===== config.mk =====
export PLATFORM = sky130hd
export DESIGN_NAME = ram_arbiter
export DESIGN_NICKNAME = d
export VERILOG_FILES = /design/src/rtl/ram_arbiter.sv
export SDC_FILE = /design/constraint.sdc
export NUM_CORES = 1
export LEC_CHECK = 0
export ABC_CLOCK_PERIOD_IN_PS = 2600
export CELL_PAD_IN_SITES_DETAIL_PLACEMENT = 0
export CELL_PAD_IN_SITES_GLOBAL_PLACEMENT = 1
export CORE_MARGIN = 3
export CORE_UTILIZATION = 24
export DETAILED_ROUTE_END_ITERATION = 12
export PLACE_DENSITY_LB_ADDON = 0.1
export SLEW_MARGIN = 30
export SYNTH_ARGS = -nofsm -noshare
export SYNTH_HDL_FRONTEND = slang
export SYNTH_SLANG_ARGS = --single-unit
export TNS_END_PERCENT = 100

===== constraint.sdc =====
create_clock -name clk -period 2.6 [get_ports clk]
set_input_delay 0.26 -clock clk [delete_from_list [all_inputs] [get_ports clk]]
set_output_delay 0.26 -clock clk [all_outputs]
set_load 0.005 [all_outputs]

===== src/rtl/ram_arbiter.sv =====
// Two-port arbiter/sequencer for a single-port sync RAM: grant same cycle as req, read data 1 cycle after grant.
// Losing/locked-out port holds req until gnt; RAM_ARB_ROUND_ROBIN_EN selects round-robin, else port 1 has priority.
module ram_arbiter #(
  parameter int ADDR_W = 9,
  parameter int DATA_W = 32
) (
  input  logic              clk,
  input  logic              rst_n,
  input  logic              req0,
  input  logic              req1,
  input  logic              we0,
  input  logic              we1,
  input  logic              lock0,
  input  logic              lock1,
  input  logic [ADDR_W-1:0] addr0,
  input  logic [ADDR_W-1:0] addr1,
  input  logic [DATA_W-1:0] wdata0,
  input  logic [DATA_W-1:0] wdata1,
  output logic              gnt0,
  output logic              gnt1,
  output logic              rvalid0,
  output logic              rvalid1,
  output logic [DATA_W-1:0] rdata,
  output logic [ADDR_W-1:0] ram_addr,
  output logic [DATA_W-1:0] ram_data_in,
  output logic              ram_write_enable,
  input  logic [DATA_W-1:0] ram_data_out
);

  typedef enum logic [1:0] {OPEN, OWN0, OWN1} lock_state_t;

  lock_state_t       state_q, state_d;
  logic              rd_pend_q, rd_port_q;
  logic [ADDR_W-1:0] addr_q;
  logic [DATA_W-1:0] rdata_q;
  logic              pick1;
  logic              rd_issue;

`ifdef RAM_ARB_ROUND_ROBIN_EN
  logic last_q;
  // last_q holds the most recently granted port; the other one wins a tie
  assign pick1 = (last_q == 1'b0);
`else
  assign pick1 = 1'b1;
`endif

  always_comb begin
    gnt0    = 1'b0;
    gnt1    = 1'b0;
    state_d = state_q;
    case (state_q)
      OWN0: begin
        gnt0 = req0;
        if (!req0 || !lock0) state_d = OPEN;
      end
      OWN1: begin
        gnt1 = req1;
        if (!req1 || !lock1) state_d = OPEN;
      end
      default: begin
        if (req0 && req1) begin
          gnt1 = pick1;
          gnt0 = !pick1;
        end else begin
          gnt0 = req0;
          gnt1 = req1;
        end
        if (gnt0 && lock0)      state_d = OWN0;
        else if (gnt1 && lock1) state_d = OWN1;
      end
    endcase
    if (!rst_n) begin
      gnt0 = 1'b0;
      gnt1 = 1'b0;
    end
  end

  assign ram_addr         = gnt1 ? addr1  : (gnt0 ? addr0  : addr_q);
  assign ram_data_in      = gnt1 ? wdata1 : (gnt0 ? wdata0 : '0);
  assign ram_write_enable = (gnt0 & we0) | (gnt1 & we1);
  assign rd_issue         = (gnt0 & ~we0) | (gnt1 & ~we1);

  assign rvalid0 = rd_pend_q & ~rd_port_q;
  assign rvalid1 = rd_pend_q & rd_port_q;
  assign rdata   = rd_pend_q ? ram_data_out : rdata_q;

  always_ff @(posedge clk or negedge rst_n) begin
    if (!rst_n) begin
      state_q   <= OPEN;
      rd_pend_q <= 1'b0;
      rd_port_q <= 1'b0;
      addr_q    <= '0;
      rdata_q   <= '0;
    end else begin
      state_q   <= state_d;
      rd_pend_q <= rd_issue;
      addr_q    <= ram_addr;
      if (rd_issue)  rd_port_q <= gnt1;
      if (rd_pend_q) rdata_q   <= ram_data_out;
    end
  end

`ifdef RAM_ARB_ROUND_ROBIN_EN
  always_ff @(posedge clk or negedge rst_n) begin
    if (!rst_n)           last_q <= 1'b0;
    else if (gnt0 | gnt1) last_q <= gnt1;
  end
`endif

endmodule


Word-level counts from Yosys, hierarchy flattened
Index checks and enable logic that the tools add are counted.
{"block": "classes", "eq_ne": 4, "muxes": 18, "bitwise_logic": 11, "n_reduce_logical": 12}
{"cell": "2-to-1 mux 32 bit", "n": 3}
{"cell": "2-to-1 mux 9 bit", "n": 2}
{"cell": "2-to-1 mux 2 bit", "n": 4}
{"cell": "AND 1 bit", "n": 6}
{"cell": "2-to-1 mux 1 bit", "n": 6}
{"cell": "zero test 1 bit", "n": 4}
{"cell": "!= test 2 bit, second input constant", "n": 2}
{"cell": "case mux 1 bit (2 select lines)", "n": 2}
{"cell": "case mux 2 bit (2 select lines)", "n": 1}
{"cell": "nonzero test 4 bit", "n": 1}
{"cell": "logical AND 1 bit", "n": 3}
{"cell": "NOT 1 bit", "n": 3}
{"cell": "AND reduction 3 bit", "n": 1}
{"cell": "== test 2 x 1 -> 1 bit, second input constant", "n": 1}
{"cell": "== test 2 bit, second input constant", "n": 1}
{"cell": "logical OR 1 bit", "n": 2}
{"cell": "OR 1 bit", "n": 2}
{"cell": "OR reduction 2 bit", "n": 1}
{"block": "totals", "ff_bits": 45, "input_bits": 122, "output_inout_bits": 78, "word_cells": 50}

Longest topological paths before layout
{"block": "depth", "depth_word": 7, "depth_mapped": 7, "depth_no_buf": 6}

Least setup slack after synthesis
OpenSTA, ideal clock, no wires.
{"block": "synth_timing", "kind": "reg-to-output", "from": "register state_q[0]", "to": "output port ram_addr[1]", "arrival_time_ns": 1.615, "t_required_ns": 2.340, "setup_slack_ns": 0.725, "stages_incl_launch_ff": 8, "path_buffers": 1, "path_cell_list": "dfrtp_1 inv_1 ha_1 nand2b_1 a21o_4 buf_8 mux2i_1 a21oi_1"}
{"block": "synth_via", "elab_chain_cells": 5, "word_cells_on_any_way": 8, "classes_between": "eq/ne (2); mux (6)"}
{"item": "start, declared", "line": "32", "text": "lock_state_t state_q, state_d;"}
{"item": "start signal, assigned", "line": "95", "text": "state_q <= state_d;"}
{"item": "== test 2 bit or == test 2 x 1 -> 1 bit (tied branches)", "line": "51", "text": "case (state_q)"}
{"item": "case mux 1 bit (2 select lines)", "line": "51"}
{"item": "2-to-1 mux 1 bit", "line": "72", "text": "if (!rst_n) begin"}
{"item": "2-to-1 mux 9 bit", "line": "78", "text": "assign ram_addr = gnt1 ? addr1 : (gnt0 ? addr0 : addr_q);"}
{"item": "2-to-1 mux 9 bit *", "line": "78"}
{"item": "end, declared", "line": "24", "text": "output logic [ADDR_W-1:0] ram_addr,"}
Mark *: on every way between the ends. The rest lies on a longest branch, timed or not.

Worst setup path after layout
{"block": "layout_timing", "from": "register state_q[0]", "to": "output port ram_data_in[5]"}
{"block": "layout_via", "elab_chain_cells": 5, "word_cells_on_any_way": 8, "classes_between": "eq/ne (2); mux (6)"}
{"item": "== test 2 bit or == test 2 x 1 -> 1 bit (tied branches)", "line": "51"}
{"item": "case mux 1 bit (2 select lines)", "line": "51"}
{"item": "2-to-1 mux 1 bit", "line": "72"}
{"item": "2-to-1 mux 32 bit", "line": "79", "text": "assign ram_data_in = gnt1 ? wdata1 : (gnt0 ? wdata0 : '0);"}
{"item": "2-to-1 mux 32 bit *", "line": "79"}
{"item": "end, declared", "line": "25", "text": "output logic [DATA_W-1:0] ram_data_in,"}
Marked as above.

==> results_dict.tcl <==
set metrics [dict create \
    status "complete, no violations" \
    pre_cts_slack_ns 0.130 \
    setup_viol 0 \
    path_class "register to primary output" \
    final_nets 524 \
    syn_nets 308 \
    floorplan.initialDensity_pct 25.3 \
    p_leak_nw 2.24 \
    synth_edf_count 0 \
    n_fill_cell 828 \
    viasPerCell 4.56 \
    synth_flop_cell "dfrtp_1" \
    crit_required_ns 2.34 \
    grt.total_usage_pct 14.4 \
    synthCells 184 \
    hold-worst-slack_ns 0.0972 \
    numCtsBuffers 5 \
    total_power_mw 3.96 \
    antenna-diode-count 0 \
    slowest_delay_ns 0.51 \
    slew_viol_final 0 \
    fp-row-count 34 \
    layout-drive-gt1-share_pct 18.7 \
    antenna_found_initial 0 \
    ir_drop_mv 0.469 \
    die_y_um 103 \
    avgSynthCellArea_um2 12.3 \
    fin_skew_ns 0.0192 \
    crit_path_end_kind "primary output" \
    ant_nets 0 \
    cts.clk_slew.worst_paths_ns 0.10 \
    grt_max_degree 40 \
    setup_ws_ns 0.0453 \
    clock-sinks 45 \
    ys_ff_latch 45 \
    port_buffers 199 \
    areaGrowthSynthToFinish_pct 110 \
    cpMaxStageDelayCell "clkdlybuf4s50_1" \
    grt_use_met3_pct 4.74 \
    slew_headroom_pct 66.7 \
    clockRootBuffer "clkbuf_8" \
    grt_pass1_wl_um 11700 \
    p_per_area_mw_per_mm2 834 \
    worstSkewPairLatency_ns 0.30 \
    post-route-drc-count 0 \
    die_w_um 103 \
    ys_types 30 \
    seq_power_share_pct 28.5 \
    maxCapViolations 0 \
    rr_worst_depth 7 \
    post-route-util_pct 53.2 \
    clock_power_share_pct 13.6 \
    core_mm2 0.00893 \
    fin_crit_sh_pct 98.3 \
    cts_max_path_buffers 2 \
    firstDrtPassIters 4 \
    critPathLaunchType "register" \
    via_count 2322 \
    dp_hpwl_um 6560 \
    synthArstFlopShare_pct 100 \
    floorplan.die_area_mm2 0.0106 \
    p_sw_share_pct 29.2 \
    crit_fanout 8 \
    htreeDepth 2 \
    ioPinCount 200 \
    p_switching_mw 1.16 \
    ys_warn_count 0 \
    initialDrtViolationCount 37 \
    drt-total-wl_um 8900 \
    critPathArrivalTime_ns 2.29 \
    grtUsageMet1_pct 17.3 \
    tightest_slew_ns 0.499 \
    most-common-layout-cells "clkdlybuf4s50_1 (173), dfrtp_1 (45), a22o_1 (33), mux2_2 (32), dlymetal6s2s_1 (22)" \
    p_int_mw 2.81 \
    place_inst 483 \
    fin_crit_ns 2.55 \
    wire_per_inst_um 17.5 \
    gr-total-overflow 0 \
    use_met2_pct 25.4 \
    synth_area_mm2 0.00226 \
    gp_congestion 0.765 \
    final_cells 509 \
    hold_viol 0 \
    cts_tree "built" \
    share_comb_of_total_power_pct 58.0 \
    grt_pass1_vias 2162 \
    ys_seq_area_share_pct 49.8 \
    max_freq_ghz 0.391 \
    busiest_layer "met2" \
    hold_path.class "input port to asynchronous set/reset pin" \
    cp_cell_sequence "inv_2, ha_4, o21a_4, nor3_4, buf_6, clkbuf_16, a22o_1, clkdlybuf4s50_1" \
    final_common_cell "clkdlybuf4s50_1" \
]
power groups by stage:
stage | clock network (mW) | logic, mW | registers [mW]
floorplan | 0 | 0.905 | 1.11
finish | 0.538 | 2.30 | 1.13
global route | 0.596 | 2.47 | 1.16
CTS | 0.564 | 2.26 | 1.13
global placement | 0 | 2.17 | 1.14
detailed placement | 0 | 2.17 | 1.15
synth_stat cells (2+ instances only):
| library cell | n | area share [%] |
|---|---|---|
| buf_2 | 7 | 1.5 |
| a22o_1 | 33 | 13 |
| buf_6 | 3 | 1.5 |
| o221ai_1 | 2 | 0.77 |
| inv_2 | 2 | 0.33 |
| o21ai_0 | 2 | 0.44 |
| nand2_1 | 3 | 0.50 |
| mux2i_1 | 9 | 4.0 |
| dfrtp_1 | 45 | 50 |
| a21oi_1 | 11 | 2.4 |
| clkbuf_1 | 2 | 0.33 |
| nor2_1 | 11 | 1.8 |
| ha_1 | 2 | 1.1 |
| o21ai_1 | 2 | 0.44 |
| nand2b_1 | 2 | 0.55 |
| mux2_2 | 32 | 16 |
| inv_1 | 3 | 0.50 |
area by class of cell:
class,instances,area [um2],share of cell area (%)
flip-flops and latches,45,1130,23.7
multi-input cells,122,1080,22.8
repair buffers,221,2280,48.0
well taps,108,135,2.84
inverters,5,18.8,0.395
clock buffers,5,68.8,1.45
clock inverters,3,43.8,0.921
cell families (layout without fill, tap and decap cells):
family	Yosys count	in the layout	share of synthesized area, %
AO/OA/AOI/OAI	56	57	19.5
multiplexers	41	41	19.9
adder cells (fa/ha/maj)	2	2	1.11
flip-flops	45	45	49.8
buffers and inverters	18	234	4.86
AND/OR/NAND/NOR	22	22	4.92
worst max-delay path: cells and delay by family, from the launching register on:
| kind | cells | cell delay (ns) |
|---|---|---|
| AOI/OAI and AO/OA | 2 | 0.33 |
| adders and majority gates | 1 | 0.23 |
| buffers and inverters | 4 | 0.91 |
| DFF | 1 | 0.41 |
| and+or+nand+nor | 1 | 0.12 |
registers in the layout, indices dropped and copies added (netlist names):
name,flops
rdata_q,32
addr_q,9
state_q,2
rd_pend_q,1
rd_port_q,1
per-layer routing:
layer  part of all wire, %  up-vias
li1                      -     1122
met1                    40     1105
met2                    52       93
met3                   7.9        2
met4                  0.39        0
met5                     0        -
stage by stage:
| step | setup TNS (ns) | instance area, um2 |
|---|---|---|
| 3_5_place_dp | 0 | 4360 |
| 5_1_grt | -0.320 | 4760 |
| 2_1_floorplan | 0 | 2260 |
| 6_report | 0 | 4760 |
| 3_3_place_gp | 0 | 4360 |
| 4_1_cts | 0 | 4550 |
path summary, 6_finish.rpt:
path | startpoint | endpoint | slack, ns
max in group asynchronous | rst_n | addr_q[0] | 1.90
worst max register to register | state_q[1] | addr_q[0] | 0.81
worst max-delay path | state_q[0] | ram_data_in[5] | 0.05
worst min-delay path | rst_n | rdata_q[31] | 0.1
min in group clk | rst_n | addr_q[2] | 0.49
worst min register to register | rdata_q[1] | rdata_q[1] | 0.50
repair_timing:
| action | 4_1_cts | 5_1_grt |
|---|---|---|
| pin swaps | 2 | 7 |
| endpoints found under the hold margin | 6 | 0 |
| gates resized for setup | 10 | 27 |
| hold buffers | 1 | 0 |
| gates cloned | 1 | 3 |
| buffers inserted | 5 | 8 |
| setup endpoints to repair | 41 | 39 |
No activity file was read; power rests on OpenSTA's default activity.
